[config.mk]
export PLATFORM = sky130hd
export DESIGN_NAME = jump_target_encoder
export DESIGN_NICKNAME = d
export VERILOG_FILES = /design/src/rtl/jump_target_encoder.sv
export SDC_FILE = /design/constraint.sdc
export NUM_CORES = 1
export LEC_CHECK = 0
export ABC_AREA = 1
export BUFFER_PORTS_ARGS = -buffer_cell sky130_fd_sc_hd__buf_2
export CAP_MARGIN = 20
export CORE_ASPECT_RATIO = 0.6
export CORE_MARGIN = 2
export CORE_UTILIZATION = 42
export CTS_CLUSTER_SIZE = 25
export DETAILED_ROUTE_END_ITERATION = 10
export PLACE_DENSITY = 0.75
export SYNTH_ARGS = -nofsm -noshare
export SYNTH_HDL_FRONTEND = slang
export SYNTH_SLANG_ARGS = --single-unit
export TNS_END_PERCENT = 20
[constraint.sdc]
create_clock -name clk -period 2.4 [get_ports clk]
set_clock_uncertainty 0.1 [all_clocks]
set_input_delay 0.48 -clock clk [delete_from_list [all_inputs] [get_ports clk]]
set_output_delay 0.48 -clock clk [all_outputs]
set_load 0.05 [all_outputs]
[src/rtl/jump_target_encoder.sv]
// Packs a 32-bit byte jump target into a J/JAL instruction word and exposes its rs/rt/imediato-shaped fields.
// Region check against pc[31:28] is compiled in only when JUMP_ENC_REGION_CHECK_EN is defined.
module jump_target_encoder #(
   parameter int unsigned CNT_W = 8
) (
   input  logic             clk,
   input  logic             reset,
   input  logic             start,
   input  logic             link,
   input  logic [31:0]      target,
   input  logic [31:0]      pc,
   output logic             busy,
   output logic             out_valid,
   input  logic             out_ready,
   output logic [31:0]      instr_out,
   output logic [4:0]       rs_out,
   output logic [4:0]       rt_out,
   output logic [15:0]      imediato_out,
   output logic             err_align,
   output logic             err_region,
   output logic [CNT_W-1:0] encode_count
);

   typedef enum logic [1:0] {IDLE, CHECK, PACK, HOLD} state_t;

   state_t             state_q, state_d;
   logic [31:0]        tgt_q, tgt_d;
   logic               link_q, link_d;
   logic               err_align_q, err_align_d;
   logic               err_region_q, err_region_d;
   logic [31:0]        instr_q, instr_d;
   logic [4:0]         rs_q, rs_d;
   logic [4:0]         rt_q, rt_d;
   logic [15:0]        imm_q, imm_d;
   logic               out_valid_q, out_valid_d;
   logic [CNT_W-1:0]   cnt_q, cnt_d;

`ifdef JUMP_ENC_REGION_CHECK_EN
   logic [3:0]         pc_hi_q, pc_hi_d;
   logic               unused_ok;
   assign unused_ok = ^pc[27:0];
`else
   // Without the region check the PC and the target's region bits have no effect.
   logic               unused_ok;
   assign unused_ok = ^{pc, tgt_q[31:28]};
`endif

   always_comb begin
      state_d      = state_q;
      tgt_d        = tgt_q;
      link_d       = link_q;
      err_align_d  = err_align_q;
      err_region_d = err_region_q;
      instr_d      = instr_q;
      rs_d         = rs_q;
      rt_d         = rt_q;
      imm_d        = imm_q;
      out_valid_d  = out_valid_q;
      cnt_d        = cnt_q;
`ifdef JUMP_ENC_REGION_CHECK_EN
      pc_hi_d      = pc_hi_q;
`endif
      case (state_q)
         IDLE: begin
            if (start) begin
               tgt_d        = target;
               link_d       = link;
`ifdef JUMP_ENC_REGION_CHECK_EN
               pc_hi_d      = pc[31:28];
`endif
               err_align_d  = 1'b0;
               err_region_d = 1'b0;
               instr_d      = '0;
               rs_d         = '0;
               rt_d         = '0;
               imm_d        = '0;
               state_d      = CHECK;
            end
         end
         CHECK: begin
            err_align_d  = |tgt_q[1:0];
`ifdef JUMP_ENC_REGION_CHECK_EN
            err_region_d = (tgt_q[31:28] != pc_hi_q);
`else
            err_region_d = 1'b0;
`endif
            state_d      = PACK;
         end
         PACK: begin
            if (!err_align_q && !err_region_q) begin
               instr_d = {(link_q ? 6'h03 : 6'h02), tgt_q[27:2]};
               rs_d    = tgt_q[27:23];
               rt_d    = tgt_q[22:18];
               imm_d   = tgt_q[17:2];
            end else begin
               instr_d = '0;
               rs_d    = '0;
               rt_d    = '0;
               imm_d   = '0;
            end
            out_valid_d = 1'b1;
            state_d     = HOLD;
         end
         HOLD: begin
            if (out_ready) begin
               out_valid_d = 1'b0;
               state_d     = IDLE;
               if (!err_align_q && !err_region_q)
                  cnt_d = cnt_q + 1'b1;
            end
         end
         default: state_d = IDLE;
      endcase
   end

   always_ff @(posedge clk or posedge reset) begin
      if (reset) begin
         state_q      <= IDLE;
         tgt_q        <= '0;
         link_q       <= 1'b0;
         err_align_q  <= 1'b0;
         err_region_q <= 1'b0;
         instr_q      <= '0;
         rs_q         <= '0;
         rt_q         <= '0;
         imm_q        <= '0;
         out_valid_q  <= 1'b0;
         cnt_q        <= '0;
`ifdef JUMP_ENC_REGION_CHECK_EN
         pc_hi_q      <= '0;
`endif
      end else begin
         state_q      <= state_d;
         tgt_q        <= tgt_d;
         link_q       <= link_d;
         err_align_q  <= err_align_d;
         err_region_q <= err_region_d;
         instr_q      <= instr_d;
         rs_q         <= rs_d;
         rt_q         <= rt_d;
         imm_q        <= imm_d;
         out_valid_q  <= out_valid_d;
         cnt_q        <= cnt_d;
`ifdef JUMP_ENC_REGION_CHECK_EN
         pc_hi_q      <= pc_hi_d;
`endif
      end
   end

   assign busy         = (state_q != IDLE);
   assign out_valid    = out_valid_q;
   assign instr_out    = instr_q;
   assign rs_out       = rs_q;
   assign rt_out       = rt_q;
   assign imediato_out = imm_q;
   assign err_align    = err_align_q;
   assign err_region   = err_region_q;
   assign encode_count = cnt_q;

endmodule

==> results by group, run 1 <==
Logic synthesis
  – Netlist cell types: 22
  – Synth async-reset ratio: 100%
  – Most common flop cell mapped by yosys: dfrtp_1
  – EDFF count, synth: 0
  – Synth warn: 0
  – FF+latch count, synth: 69
  – Cells after synthesis: 326
  – Top post-synthesis cells by count: dfrtp_1, inv_1, nand3_1
  – Most frequent cell after synthesis: dfrtp_1
  – Seq/Total Area, Yosys: 55.9%
  – Main area contributors after synthesis: dfrtp_1, buf_4, nand3_1
  – Syn Std Cell Area: 0.00309 mm2
  – Syn_area_per_cell: 9.47 um2
  – Top cell type's share of synthesized area: 55.9%
  – Synth area leader: dfrtp_1

Die
  – Core area: 0.00718 mm2
  – DIE WIDTH: 115 um
  – Die H: 70.4 um
  – Boundary Pins: 139
  – Rows: 24
  – Starting Density: 43.0%
  – Die ar.: 0.00808 mm2

Drt
  – Avg WL per Cell: 12.4 um
  – Number of iterations in the first detailed-routing pass: 4
  – Via count: 2,316
  – Detailed-route wire length: 6100 um
  – ANT nets after route: 0
  – Drc violations: 0
  – Routed vias/inst: 4.70
  – Number of DRC markers in iteration 0: 178

CTS
  – CTS Buf Count: 9
  – Max Buffers Root-to-Sink: 2
  – CTS H-tree depth: 3
  – CTS tree: yes
  – Root Driver: clkbuf_16
  – Clock-pin transition on the worst setup and hold timing paths: 0.06 ns
  – Post-CTS sizing: 0
  – Clk Latency, worst-skew pair: 0.32 ns
  – CTS Hold Bufs: 0
  – CTS sink count: 69
  – # Post-CTS Setup Buffers: 0

STA
  – Final setup viols: 0
  – Fmax: 499 MHz
  – Tcrit/Tclk final: 83.4%
  – Max-slew violations: 0
  – RSZ-0062 raised after global routing: no
  – Setup TNS: 0 ns
  – Final Hold Viols: 0
  – Worst setup margin: 0.397 ns
  – Tmin final: 2.00 ns
  – Slew @ Worst Pin: 0.605 ns
  – Slew Limit Headroom: 59.6%

Critical path
  – Reg2reg end: imediato_out[2]
  – Crit. Startpoint: state_q[0]
  – Critical path required time: 1.82 ns
  – Worst r2r src: state_q[0]
  – Startpoint types: flip-flop
  – CP Capture Type: primary output
  – Slowest cell delay on critical path: 0.39 ns
  – CP max stage cell: dfrtp_1
  – Worst reg-to-reg setup slack: 0.54 ns
  – Critical path type: reg2out
  – Crit-path max FO: 3
  – R2R depth: 5
  – Worst EP arrival: 1.42 ns
  – Setup crit end: busy
  – Critical-path cell list: inv_1 > ha_1 > inv_2 > buf_2

Global route
  – Initial antenna violation count: 0
  – Vias in the first global route: 2,214
  – First-pass GRT wire length: 10,100 um
  – Total Routing Usage GR: 16.0%
  – Largest net degree at the start of global routing: 78
  – Total congestion overflow: 0

Place
  – GP Congestion: 0.767
  – Placed inst area: 0.00342 mm2
  – Port Buffers: 97
  – Post-DP HPWL: 4210 um
  – Place WS: 0.517 ns
  – Placed Cells: 477

Power
  – Leak: 2.06 nW
  – Power per Cell Area: 1760 mW/mm2
  – Peak VDD IR: 0.822 mV

Finish
  – Finished Cell Area: 0.00376 mm2
  – Layout cells sized above 1: 31.1%
  – Antenna Cells: 0
  – Area grow syn2layout: 21.6%
  – Final non-filler cell total: 493
  – # nets final: 471

Hold path
  – Hold Path Class: in2async

Job
  – Max-cap violations: 0

Status
  – Status: finished clean
## metrics by stage
step | hold WS, ns | utilization, % | power (mW)
after floorplan | 0.378 | - | 4.76
after global placement | 0.386 | 47.7 | 5.12
after detailed placement | 0.399 | 47.7 | 5.21
after CTS | 0.149 | 52.3 | 6.67
after global routing | 0.191 | 52.3 | 7.00
final | 0.127 | 52.3 | 6.61
## metal layers
metal | vias up | GRT usage, % | wire [um]
met5 | - | 0 | 0
met4 | 0 | 3.88 | 34
met3 | 4 | 5.64 | 397
met2 | 70 | 24.9 | 2670
met1 | 1099 | 21.6 | 2990
li1 | 1143 | - | -
## power breakdown
part / switching [mW] / internal (mW) / leakage (nW)
clock: 0.477 / 0.967 / 0.162
combinational: 2.49 / 0.738 / 1.09
sequential: 0.267 / 1.67 / 0.813
## sequential cells by signal, indices dropped and copies added (netlist names)
signal,flops
tgt_q,28
imediato_out,15
err_align,1
out_valid,1
instr_out,5
encode_count,8
state_q,2
link_q,1
rt_out,4
rs_out,4
## area by class of cell
type                    count  area (um2)
inverters                  43         161
repair buffers            101         541
clock buffers              11         253
well taps                  91         114
multi-input cells         173         880
clock inverters             5        81.3
flip-flops and latches     69        1730
fillers                   671        3420
## how the worst min path moves through the flow
stage                                to  slack [ns]
after detailed placement       tgt_q[9]        0.40
after global routing      instr_out[27]        0.19
after global placement    instr_out[27]        0.39
after floorplan               err_align        0.38
final                     instr_out[26]        0.13
after CTS                 instr_out[27]        0.15
## worst max-delay path, delay by kind of cell (launching register included)
| kind | cells | cell delay (ns) |
|---|---|---|
| buf+inv | 3 | 0.45 |
| flops | 1 | 0.39 |
| fa+ha+maj | 1 | 0.27 |
## kinds of logic (layout without fill, tap and decap cells)
family	count (synthesis)	count (layout)	share of synthesized area (%)
muxes	2	2	0.972
xor gates and xnor gates	4	4	1.13
other	1	5	0.121
DFF	69	69	55.9
adders and majority gates	5	5	2.03
buffers and inverters	88	160	16.1
and+or+nand+nor	96	96	13.8
AOI/OAI and AO/OA	61	61	9.97
## cell usage in the layout (no fill, tap or decap), types with 3 or more instances in the layout
cell type / instances
ha_1: 5
dfrtp_1: 69
conb_1: 5
clkbuf_16: 9
a21oi_1: 29
nor2_1: 33
inv_1: 41
nand3_1: 35
xor2_1: 3
o21ai_0: 30
buf_2: 97
nand2_1: 23
Note: power is estimated with default switching activity, not from simulation.
==> run 2, diff against run 1 <==
clock period = 1.7 ns   (was 2.4 ns; I/O delays follow)
==> run 2 against run 1 <==
Compared with the run above:
- hold slack worse by 0.13 ns
- routed wire length up 3.4%
- first-iteration DRC count decreased by 34%
- sequential share of layout area is 0.42 points lower
- clock power is 28% higher
- via count down 0.17%
- cell area up 0.93%
- critical endpoint unchanged
- highest routed layer unchanged
==> results by group, run 2 (same netlist as run 1, synthesis figures left out) <==
Status
  – Status: finished clean

Place
  – Post-DP HPWL: 4330 um
  – GP Congestion: 0.754
  – Port Buffers: 97
  – Placed Cells: 480

Drt
  – Routed vias/inst: 4.65
  – Avg WL per Cell: 12.7 um
  – Drc violations: 0
  – Number of DRC markers in iteration 0: 117
  – ANT nets after route: 0
  – Detailed-route wire length: 6300 um
  – Number of iterations in the first detailed-routing pass: 4
  – Via count: 2,312

Critical path
  – Critical path type: reg2out
  – Crit path max-delay family: flip-flops
  – Most used cell, CP: inv_2
  – Critical path required time: 1.26 ns
  – CP Capture Type: primary output
  – Startpoint types: flip-flop
  – Critical-path cell list: inv_2 > ha_4 > inv_2 > buf_6
  – Buf/Inv on CP: 3
  – Worst EP arrival: 1.19 ns
  – Crit-path max FO: 3
  – Slowest cell delay on critical path: 0.38 ns
  – CP max stage cell: dfrtp_1

CTS
  – CTS Hold Bufs: 0
  – CTS sink count: 69
  – CTS tree: yes
  – Clock-pin transition on the worst setup and hold timing paths: 0.06 ns
  – Clk Latency, worst-skew pair: 0.32 ns
  – CTS H-tree depth: 3
  – Root Driver: clkbuf_16
  – CTS Buf Count: 9
  – Max Buffers Root-to-Sink: 2

Global route
  – Vias in the first global route: 2,194
  – Largest net degree at the start of global routing: 70
  – First-pass GRT wire length: 10,300 um
  – Total congestion overflow: 0
  – Total Routing Usage GR: 16.6%
  – Initial antenna violation count: 0

STA
  – Fmax: 615 MHz
  – Tcrit/Tclk final: 95.6%
  – RSZ-0062 raised after global routing: no
  – Final setup viols: 0
  – Final Hold Viols: 0
  – Setup TNS: 0 ns
  – Tmin final: 1.63 ns
  – Max-slew violations: 0

Job
  – Max-cap violations: 0

Finish
  – Commonest non-fill, non-tap cell in the layout: buf_2
  – Top reg by flops: tgt_q
  – Commonest non-fill, non-tap cells in the layout: buf_2, dfrtp_1, inv_1
  – Area grow syn2layout: 22.8%
  – Fill cells: 671
  – Layout cells sized above 1: 32.5%
  – Register area: 0.00173 mm2
  – Final non-filler cell total: 497
  – Max FFs per register: 28
  – Antenna Cells: 0
  – # nets final: 475
  – Area of the multi-input gates: 895 um2

Die
  – Starting Density: 43.0%
  – Core area: 0.00718 mm2
  – DIE WIDTH: 115 um
  – Boundary Pins: 139
  – Die H: 70.4 um
  – Die ar.: 0.00808 mm2
  – Rows: 24

Power
  – Power per Cell Area: 2450 mW/mm2
  – Tot Pwr: 9.30 mW
  – Peak VDD IR: 1.05 mV
  – Leak: 2.06 nW

Hold path
  – Hold Path Class: in2async
run 2: cell types whose count changed in the layout (fill, tap and decap cells not counted):
cell        change
inv_1           -2
clkbuf_8        -1
nor2_1          -1
buf_12          +1
ha_4            +1
clkinvlp_4      +2
buf_4           +3
buf_2           -1
nor2_2          +1
bufinv_16       -1
ha_1            -1
clkbuf_1        +1
inv_2           +1
buf_6           +1
run 2: through the flow:
| step | hold slack (ns) | instance area, um2 | setup slack, ns | utilization, % |
|---|---|---|---|---|
| 3_5_place_dp | 0.370 | 3460 | 0.127 | 48.2 |
| 4_1_cts | 0.0218 | 3790 | 0.0300 | 52.8 |
| 5_1_grt | 0.0458 | 3790 | 0.0131 | 52.8 |
| 6_report | 0.00191 | 3790 | 0.0747 | 52.8 |
| 3_3_place_gp | 0.363 | 3460 | 0.186 | 48.2 |
| 2_1_floorplan | 0.326 | 3110 | 0.0806 | - |
run 2: cell type report:
cell class,instances,share of cell area [%]
inverters,43,4.36
clock buffers,11,6.40
well taps,91,3.00
repair buffers,105,15.5
flip-flops and latches,69,45.5
clock inverters,5,1.55
multi-input cells,173,23.6
run 2: power by group:
group / leakage [nW] / internal (mW) / switching [mW] / total (mW)
combinational: 1.11 / 1.15 / 3.56 / 4.71
sequential: 0.813 / 2.36 / 0.391 / 2.75
clock: 0.142 / 1.18 / 0.670 / 1.85
total: 2.06 / 4.68 / 4.62 / 9.30
run 2: worst paths after layout:
kind / start / end / slack (ns) / cells past startpoint
max in group asynchronous: reset / imediato_out[14] / 1.19 / 3
setup / recovery: state_q[1] / busy / 0.07 / 4
min in group clk: target[0] / tgt_q[0] / 0.15 / 2
hold / removal: reset / imediato_out[6] / 0.002 / 3
hold reg to reg: tgt_q[13] / tgt_q[13] / 0.41 / 2
setup reg to reg: state_q[0] / encode_count[7] / 0.19 / 7
run 2: per-layer routing:
layer	GRT usage [%]	up-vias	wire length (um)
met5	0	-	0
met4	4.82	0	64
met3	5.90	8	443
met2	25.7	77	2710
met1	22.2	1079	3090
li1	-	1148	-
run 2: worst min-delay path, cell delays in order:
cell and delay, ns:
buf_2 0.11, clkinvlp_4 0.07, buf_12 0.30
run 2: timing repair:
| item | CTS | global route |
|---|---|---|
| setup buffers | 1 | 0 |
| endpoints found under the setup margin | 1 | 3 |
| gates cloned | 0 | 0 |
| resized for setup | 4 | 3 |
| pin swaps | 0 | 0 |
==> run 3, diff against run 2 <==
GPL_TIMING_DRIVEN = 0   (was default)
==> run 3 against run 2 <==
Compared with the run above:
- the run now ends with hold timing left
- via count is 8.9% higher
- clock power is 14% higher
- critical path depth is the same
- largest cell class unchanged
- clock-buffer cell count is 2 lower
- sequential cell count unchanged
- critical endpoint unchanged
- cell area grew 8.3%
- non-clock buffer count up 39
- cell count up 7.6%
- register-to-register slack worse by 0.10 ns
- sequential power about the same
- hold slack got worse by 0.0063 ns
==> results by group, run 3 (same netlist as run 1, synthesis figures left out) <==
Hold path
  – Hold Path Class: in2async

Drt
  – Routed met3 length: 594 um
  – M1 WL: 3320 um
  – Met2 WL post-DR: 3250 um
  – Detailed-route wire length: 7190 um
  – Routed vias/inst: 4.71
  – Via count: 2,518
  – Top Metal Used: met4
  – Drc violations: 0
  – Avg WL per Cell: 13.4 um
  – ANT nets after route: 0
  – Number of iterations in the first detailed-routing pass: 4
  – Number of DRC markers in iteration 0: 164

STA
  – Setup TNS: 0 ns
  – Slew @ Worst Pin: 0.624 ns
  – Tmin final: 1.64 ns
  – Final setup viols: 0
  – Final Hold Viols: 5
  – Max-slew violations: 0
  – Fmax: 608 MHz
  – RSZ-0062 raised after global routing: yes
  – Slew Limit Headroom: 58.3%
  – Tcrit/Tclk final: 96.7%
  – Hold WS: -0.00437 ns

Critical path
  – Buf/Inv on CP: 3
  – Critical path required time: 1.26 ns
  – Crit path max-delay family: flip-flops
  – CP Capture Type: primary output
  – Critical path type: reg2out
  – Critical-path cell list: inv_2 > ha_4 > inv_2 > buf_8
  – CP max stage cell: dfrtp_1
  – Most used cell, CP: inv_2
  – Worst EP arrival: 1.20 ns
  – Slowest cell delay on critical path: 0.40 ns
  – Crit-path max FO: 3
  – Startpoint types: flip-flop

Finish
  – Top reg by flops: tgt_q
  – Final non-filler cell total: 535
  – Layout cells sized above 1: 38.1%
  – Commonest non-fill, non-tap cells in the layout: buf_2, dfrtp_1, inv_1
  – Commonest non-fill, non-tap cell in the layout: buf_2
  – # nets final: 514
  – Antenna Cells: 0
  – Area grow syn2layout: 32.9%
  – Max FFs per register: 28

Die
  – Die ar.: 0.00808 mm2
  – Boundary Pins: 139
  – Die H: 70.4 um
  – Core area: 0.00718 mm2
  – DIE WIDTH: 115 um
  – Starting Density: 43.0%
  – Rows: 24

CTS
  – Clk Latency, worst-skew pair: 0.32 ns
  – Max Buffers Root-to-Sink: 2
  – Clock-pin transition on the worst setup and hold timing paths: 0.05 ns
  – CTS Buf Count: 9
  – CTS sink count: 69
  – CTS tree: yes
  – CTS H-tree depth: 3
  – Root Driver: clkbuf_16

Place
  – Post-DP HPWL: 5260 um
  – Port Buffers: 97
  – Placed Cells: 519
  – GP Congestion: 0.758

Status
  – Failing checks: hold timing
  – Status: complete, but fails checks

Global route
  – Total congestion overflow: 0
  – Total Routing Usage GR: 18.9%
  – Largest net degree at the start of global routing: 43
  – Vias in the first global route: 2,378
  – First-pass GRT wire length: 11,500 um
  – Initial antenna violation count: 0

Job
  – Max-cap violations: 0

Power
  – Tot Pwr: 10.1 mW
  – Power per Cell Area: 2450 mW/mm2
  – Leak: 2.26 nW
  – Peak VDD IR: 0.993 mV
==> run 3: cell count changes in the layout (fill, tap and decap cells not counted), sizes merged <==
cell      delta
bufinv       +2
buf         +37
clkinvlp     -1
==> run 3: routing by layer <==
metal	up-vias	global-route usage [%]
li1	1237	-
met2	102	28.9
met1	1176	26.1
met4	0	5.62
met3	3	5.56
met5	-	0
==> run 3: worst register-to-register path, stage by stage, from the launching register on <==
cell,delay [ns]
dfrtp_1,0.41
inv_2,0.10
ha_1,0.26
nand2_1,0.13
buf_4,0.20
buf_6,0.15
nand3_1,0.06
o21ai_0,0.09
==> run 3: area by class of cell <==
cell class	instances	area, um2
fillers	638	3070
flip-flops and latches	69	1730
multi-input cells	173	902
repair buffers	99	523
plain buffers	45	337
clock buffers	9	225
inverters	43	165
well taps	91	114
clock inverters	6	111
==> run 3: worst paths after layout <==
check | startpoint | to | slack [ns] | cells past startpoint
worst max-delay path | state_q[1] | busy | 0.06 | 4
worst min-delay path | reset | imediato_out[6] | -0.004 | 2
worst max register to register | state_q[0] | instr_out[15] | 0.09 | 7
worst min register to register | tgt_q[22] | tgt_q[22] | 0.41 | 2
max in group asynchronous | reset | tgt_q[19] | 0.89 | 3
min in group clk | target[1] | tgt_q[1] | 0.15 | 2
==> run 3: where the power goes <==
group	switching [mW]	internal, mW
registers	0.416	2.36
logic	3.70	1.50
clock network	0.669	1.43
==> run 3: metrics by stage <==
stage               hold slack [ns]  instance area (um2)  worst slack, ns  utilization (%)
finish                     -0.00437                 4100           0.0564             57.2
detailed placement            0.344                 3730         -0.00698             51.9
floorplan                     0.326                 3110           0.0806                -
global placement              0.389                 3710           0.0117             51.6
CTS                         0.00103                 4090           0.0114             56.9
global route                 0.0290                 4100          -0.0329             57.2
==> run 3: what timing repair did <==
action                                  CTS  global route
pin swaps                                 1             0
setup buffers                             1             0
hold buffers                              0             0
endpoints found under the hold margin     0             0
endpoints found under the setup margin   14            14
gates resized for setup                   5             7
